<file path="config.mk">
export PLATFORM = sky130hd
export DESIGN_NAME = vga_timing
export DESIGN_NICKNAME = d
export VERILOG_FILES = /design/src/rtl/vga_timing.sv
export SDC_FILE = /design/constraint.sdc
export NUM_CORES = 1
export LEC_CHECK = 0
export ABC_CLOCK_PERIOD_IN_PS = 1950
export BUFFER_PORTS_ARGS = -buffer_cell sky130_fd_sc_hd__buf_2
export CAP_MARGIN = 20
export CELL_PAD_IN_SITES_DETAIL_PLACEMENT = 1
export CELL_PAD_IN_SITES_GLOBAL_PLACEMENT = 1
export CORE_MARGIN = 2
export CORE_UTILIZATION = 44
export CTS_CLUSTER_DIAMETER = 80
export DETAILED_ROUTE_END_ITERATION = 10
export PLACE_DENSITY = 0.84
export SYNTH_ARGS = -nofsm -noshare
export SYNTH_HDL_FRONTEND = slang
export SYNTH_SLANG_ARGS = --single-unit
</file>
<file path="constraint.sdc">
create_clock -name clk -period 1.95 [get_ports clk]
set_input_delay 0.195 -clock clk [delete_from_list [all_inputs] [get_ports clk]]
set_output_delay 0.195 -clock clk [all_outputs]
set_load 0.1 [all_outputs]
</file>
<file path="src/rtl/vga_timing.sv">
`timescale 1ns / 1ps
// ---------------------------------------------------------------------------------------------
// vga_timing
//
// Raster-scan generator for the VGA output path. Two free-running counters (hcnt, vcnt) walk
// the full H_TOTAL x V_TOTAL raster. On every pixel tick the output registers capture the
// decode of the *pre-increment* counter values, so every output is registered and all of
// them describe the same pixel in the same cycle.
//
// Default timing: 640x480@60 Hz at a 25 MHz pixel rate (800 x 525 raster).
//
// Optional build macro:
//   VGA_PIX_DIV2_EN  clk runs at twice the pixel rate. A toggle flop produces a pixel tick on
//                    every second clk cycle; counters and outputs hold between ticks, and
//                    pix_en / frame_start are high only in the cycle right after an update.
//                    Undefined (default): every clk cycle is a pixel tick.
//
// Ports:
//   clk          in   system clock
//   rst          in   asynchronous, active-high reset
//   x[10:0]      out  current pixel column (raw count, 0..H_TOTAL-1)
//   y[10:0]      out  current line (raw count, 0..V_TOTAL-1)
//   hsync        out  horizontal sync, asserted level = SYNC_POL
//   vsync        out  vertical sync, asserted level = SYNC_POL
//   active       out  1 while (x, y) lies in the visible area
//   pix_en       out  1 in cycles where the outputs present a newly loaded pixel
//   frame_start  out  single-cycle pulse in the cycle the outputs present (0, 0)
//
// H_TOTAL and V_TOTAL must not exceed 2047; all counter arithmetic is 11-bit unsigned.
// ---------------------------------------------------------------------------------------------
module vga_timing #(
  parameter int unsigned H_ACTIVE = 640,
  parameter int unsigned H_FP     = 16,
  parameter int unsigned H_SYNC   = 96,
  parameter int unsigned H_BP     = 48,
  parameter int unsigned V_ACTIVE = 480,
  parameter int unsigned V_FP     = 10,
  parameter int unsigned V_SYNC   = 2,
  parameter int unsigned V_BP     = 33,
  parameter bit          SYNC_POL = 1'b0
) (
  input  logic        clk,
  input  logic        rst,
  output logic [10:0] x,
  output logic [10:0] y,
  output logic        hsync,
  output logic        vsync,
  output logic        active,
  output logic        pix_en,
  output logic        frame_start
);

  // Raster boundaries, all pre-sized to the 11-bit counter width.
  localparam logic [10:0] HActive   = 11'(H_ACTIVE);
  localparam logic [10:0] HSyncBeg  = 11'(H_ACTIVE + H_FP);
  localparam logic [10:0] HSyncEnd  = 11'(H_ACTIVE + H_FP + H_SYNC);
  localparam logic [10:0] HTotal    = 11'(H_ACTIVE + H_FP + H_SYNC + H_BP);
  localparam logic [10:0] HLast     = HTotal - 11'd1;

  localparam logic [10:0] VActive   = 11'(V_ACTIVE);
  localparam logic [10:0] VSyncBeg  = 11'(V_ACTIVE + V_FP);
  localparam logic [10:0] VSyncEnd  = 11'(V_ACTIVE + V_FP + V_SYNC);
  localparam logic [10:0] VTotal    = 11'(V_ACTIVE + V_FP + V_SYNC + V_BP);
  localparam logic [10:0] VLast     = VTotal - 11'd1;

  localparam logic        SyncIdle  = ~SYNC_POL;

  // -------------------------------------------------------------------------------------------
  // Pixel tick generation
  // -------------------------------------------------------------------------------------------
  logic tick;

`ifdef VGA_PIX_DIV2_EN
  logic tog_q;

  // Toggle starts at 0, so the first tick lands on the second clk edge after reset release.
  always_ff @(posedge clk or posedge rst) begin
    if (rst) begin
      tog_q <= 1'b0;
    end else begin
      tog_q <= ~tog_q;
    end
  end

  assign tick = tog_q;
`else
  assign tick = 1'b1;
`endif

  // -------------------------------------------------------------------------------------------
  // Raster counters
  // -------------------------------------------------------------------------------------------
  logic [10:0] hcnt_q, hcnt_d;
  logic [10:0] vcnt_q, vcnt_d;
  logic        h_wrap;
  logic        v_wrap;

  assign h_wrap = (hcnt_q == HLast);
  assign v_wrap = (vcnt_q == VLast);

  always_comb begin
    hcnt_d = hcnt_q;
    vcnt_d = vcnt_q;
    if (tick) begin
      if (h_wrap) begin
        hcnt_d = 11'd0;
        vcnt_d = v_wrap ? 11'd0 : vcnt_q + 11'd1;
      end else begin
        hcnt_d = hcnt_q + 11'd1;
      end
    end
  end

  always_ff @(posedge clk or posedge rst) begin
    if (rst) begin
      hcnt_q <= 11'd0;
      vcnt_q <= 11'd0;
    end else begin
      hcnt_q <= hcnt_d;
      vcnt_q <= vcnt_d;
    end
  end

  // -------------------------------------------------------------------------------------------
  // Decode of the current (pre-increment) counter position
  // -------------------------------------------------------------------------------------------
  logic in_hsync;
  logic in_vsync;
  logic hsync_d;
  logic vsync_d;
  logic active_d;
  logic origin_d;

  always_comb begin
    in_hsync = (hcnt_q >= HSyncBeg) && (hcnt_q < HSyncEnd);
    in_vsync = (vcnt_q >= VSyncBeg) && (vcnt_q < VSyncEnd);
    hsync_d  = in_hsync ? SYNC_POL : SyncIdle;
    vsync_d  = in_vsync ? SYNC_POL : SyncIdle;
    active_d = (hcnt_q < HActive) && (vcnt_q < VActive);
    origin_d = (hcnt_q == 11'd0) && (vcnt_q == 11'd0);
  end

  // -------------------------------------------------------------------------------------------
  // Output registers: loaded together on each tick so (x, y, sync, active) stay aligned.
  // -------------------------------------------------------------------------------------------
  always_ff @(posedge clk or posedge rst) begin
    if (rst) begin
      x           <= 11'd0;
      y           <= 11'd0;
      hsync       <= SyncIdle;
      vsync       <= SyncIdle;
      active      <= 1'b0;
      pix_en      <= 1'b0;
      frame_start <= 1'b0;
    end else begin
      // pix_en marks the cycle right after an update; constant 1 when every cycle ticks.
      pix_en <= tick;
      if (tick) begin
        x           <= hcnt_q;
        y           <= vcnt_q;
        hsync       <= hsync_d;
        vsync       <= vsync_d;
        active      <= active_d;
        frame_start <= origin_d;
      end else begin
        // Outputs hold between ticks, but the frame pulse must stay one clk cycle wide.
        frame_start <= 1'b0;
      end
    end
  end

endmodule

</file>
# ---- After elaboration in Yosys (flattened, before gate mapping)
# Index checks and enable logic that the tools add are counted.
dict set report op_classes {
  addsub 2
  magnitude_cmp 6
  eq_ne 2
  mux 4
  reduce_logical 6
}
# cell count
set ops {}
lappend ops {{adder 11 x 1 -> 11 bit, second input constant} 2}
lappend ops {{== test 11 x 10 -> 1 bit, second input constant} 2}
lappend ops {{logical NOT 11 bit} 2}
lappend ops {{less-than comparator 11 x 10 -> 1 bit, second input constant} 2}
lappend ops {{less-than comparator 11 x 9 -> 1 bit, second input constant} 2}
lappend ops {{two-way mux 11 bit} 2}
lappend ops {{greater-or-equal comparator 11 x 10 -> 1 bit, second input constant} 1}
lappend ops {{greater-or-equal comparator 11 x 9 -> 1 bit, second input constant} 1}
lappend ops {{logical AND 1 bit} 4}
lappend ops {{two-way mux 1 bit} 2}
dict set report word_totals {
  ff_bits 49
  input_bits 2
  out_inout_bits 27
  word_cells 29
}

# ---- Depth between registers and ports, before layout
dict set report logic_depth {
  ltp_word 3
  ltp_mapped 6
  mapped_depth_nobuf 6
}

# ---- Worst setup path before layout
# OpenSTA, ideal clock, no wires.
dict set report synth_path {
  path_kind {flip-flop to flip-flop}
  start {register hcnt_q[5]}
  end {register vcnt_q[7]}
  setup_ns 0.079
  arrival_ns 1.628
  required_time_ns 1.871
  path_slack_ns 0.243
  path_stages_with_launch 5
  n_path_buf 0
  synth_period_minus_slack_ns 1.707
  path_cell_list {dfrtp_1 or4_4 or3_4 nor3_2 xor2_1}
}
dict set report synth_via {
  elab_chain_len 1
}
# item line_no
set synth_rtl {}
lappend synth_rtl {{start: declaration} 93} ;# logic [10:0] hcnt_q, hcnt_d;
lappend synth_rtl {{start signal: assignment} 119} ;# hcnt_q <= hcnt_d;
lappend synth_rtl {{== test 11 x 10 -> 1 bit} 98} ;# assign h_wrap = (hcnt_q == HLast);
lappend synth_rtl {{end signal: assignment} 120} ;# vcnt_q <= vcnt_d;
lappend synth_rtl {{end: declaration} 94} ;# logic [10:0] vcnt_q, vcnt_d;
# Every way passes these cells.
# A chain may end at the register's enable or synchronous reset.

# ---- Final worst setup path
dict set report layout_path {
  start {register hcnt_q[6]}
  end {register vcnt_q[7]}
}
# Same word-level chain as after synthesis.

==> results.ini <==
[floorplan]
coreArea_um2 = 4090
start_util = 0.464
rows = 23
ios = 29
die_y_um = 69.6
die_x_um = 69.6
die_area_um2 = 4850

[pwr]
total_power_mw = 1.90
p_leak_nw = 1.16
sequentialPowerShare = 0.535
power.density_nw_per_um2 = 830
power.internal_mw = 1.53
combinationalPowerShare = 0.019
switching_power_mw = 0.368
ir_drop_v = 0.000748
switching_share = 0.194
power_frac_clock = 0.446

[timing]
tns_ns = 0
hold_slack_ns = 0.439
timing.final.ws_setup_ns = 0.0890
worstMarginPinSlew_ns = 0.562
fmax_mhz = 537
slew_headroom = 0.625
final_max_slew_viol_count = 0
grt_setup_unrepaired = no
min_period_ns = 1.86
fin_skew_ns = 0.00564
setup-violations-final = 0
hold_violations = 0
timing.final.crit_share = 0.954

[global_routing]
antenna_found_initial = 0
grt_max_degree = 26
track_usage = 0.199
grt_overflow = 0
grt_pass1_vias = 1477
grt_pass1_wl_um = 7480

[worst_setup_path]
cp-start-kind = flip-flop
crit_path_start = hcnt_q[6]
reg2reg_to = vcnt_q[7]
crit_required_ns = 2.17
critical_path_class = flip-flop to flip-flop
worst_setup_path_end_kind = flip-flop
endpoint = vcnt_q[7]
path_max_fanout = 6
arrival_ns = 2.08
r2r_slack_ns = 0.09
r2r_cells = 4
reg2reg_from = hcnt_q[6]

[clocking]
cts_max_level = 2
clock-sinks = 49
cts-root-buf = clkbuf_8
clkLatencyLatePin_ns = 0.31
path_clk_slew_ns = 0.09
cts_made_buffers = 5
cts_buffer_depth = 2
cts_tree = done

[yosys]
seq_area_frac_synth = 0.648
ys_warn_count = 0
synth_nets = 160
synth_ff_type = dfrtp_1
synth_edf_count = 0
ys_ff_latch = 49
syn_inst = 153
synthArstFlopShare = 1.00
avgSynthCellArea_um2 = 12.4
syn_area_um2 = 1900
synth_cell_types = 32

[layout]
insertedDiodeCount = 0
area_growth_pct = 20.8
finalNonFillerCells = 242
mostFrequentLayoutCell = dfrtp_1
drive_gt1_frac = 0.286
finalNetCount = 198
mostFrequentLayoutCells = dfrtp_1, buf_2, nand2_1

[min_path]
hold_class = flip-flop to flip-flop

[drt]
route.detailed.drc = 0
num_vias = 1342
wl_um = 4400
wl_per_cell_um = 18.2
dr.first_iter.drc_count = 99
ant_nets = 0
drtPass1Iterations = 4
vias_per_cell = 5.55

[place]
dpl.cell_count = 232
dp_hpwl_um = 3000
io_buffers = 28
place_ws_ns = 0.0360
globalplace.congestion = 0.798

[flow_run]
drv_cap = 0

[status]
status = complete, no violations

-- worst min path at each step --
stage / endpoint / cells past startpoint / start
2_1_floorplan: y[3] / 0 / vcnt_q[3]
3_3_place_gp: pix_en / 2 / rst
3_5_place_dp: pix_en / 2 / rst
4_1_cts: y[0] / 0 / vcnt_q[0]
5_1_grt: y[0] / 0 / vcnt_q[0]
6_report: y[0] / 0 / vcnt_q[0]
-- synthesized netlist by cell type (all sizes together), types with 4 or more instances --
cell | count | area share
dfrtp | 47 | 0.62
nand2 | 10 | 0.020
nand3 | 9 | 0.024
nor3 | 9 | 0.034
xor2 | 8 | 0.037
nor2 | 7 | 0.014
o21ai | 7 | 0.018
inv | 6 | 0.012
and3 | 5 | 0.017
ha | 5 | 0.033
nand4 | 5 | 0.017
xnor2 | 5 | 0.023
a31oi | 4 | 0.013
-- sequential cells by signal, indices dropped and copies added (netlist names) --
| name | cells |
|---|---|
| vcnt_q | 11 |
| hsync | 1 |
| vsync | 1 |
| pix_en | 1 |
| frame_start | 1 |
| x | 11 |
| active | 1 |
| hcnt_q | 11 |
| y | 11 |
-- final cells by class --
type	count	area, um2
sequential	49	1230
clock buffer	5	68.8
clock inverter	3	65.1
fill	444	1800
multi-input combinational	95	641
tap	50	62.6
inverter	6	22.5
timing repair buffer	34	200
-- routing by layer --
layer / global-route usage / up-vias / wire [um]
met5: 0 / - / 0
met4: 0.0812 / 0 / 108
met3: 0.0436 / 10 / 160
met2: 0.338 / 29 / 2280
met1: 0.248 / 696 / 1860
li1: - / 607 / -
-- cells by family (layout without fill, tap and decap cells) --
group / after synthesis / after routing / synth area share
AND/OR/NAND/NOR: 60 / 60 / 0.190
flip-flops: 49 / 49 / 0.648
AO/OA/AOI/OAI: 16 / 16 / 0.0482
XOR/XNOR: 13 / 13 / 0.0601
buffers and inverters: 9 / 48 / 0.0185
adder cells (fa/ha/maj): 5 / 5 / 0.0330
other: 1 / 1 / 0.00198
-- power groups by stage --
| stage | sequential, mW | combinational [mW] | clock (mW) |
|---|---|---|---|
| CTS | 1.02 | 0.0375 | 0.859 |
| global placement | 1.04 | 0.0343 | 0 |
| floorplan | 1.04 | 0.0150 | 0 |
| detailed placement | 1.04 | 0.0359 | 0 |
| global route | 1.02 | 0.0411 | 0.907 |
| finish | 1.02 | 0.0361 | 0.848 |
-- metrics by stage --
step | instance area [um2] | utilization
5_1_grt | 2290 | 0.560
3_5_place_dp | 2130 | 0.521
4_1_cts | 2280 | 0.558
3_3_place_gp | 2130 | 0.521
6_report | 2290 | 0.560
2_1_floorplan | 1900 | -
-- what timing repair did --
action                                 CTS  global route
setup buffers                            0             1
endpoints found under the hold margin   23             0
gates resized for setup                  1             2
pin swaps                                0             0
setup endpoints to repair                6             7
hold buffers                             1             0
-- critical path: stages, from the launching register on --
cell and delay [ns]:
dfrtp_1 0.45, or4_4 0.57, or3_4 0.36, nor3_2 0.20, xor2_1 0.19
Note: power is estimated with default switching activity, not from simulation.
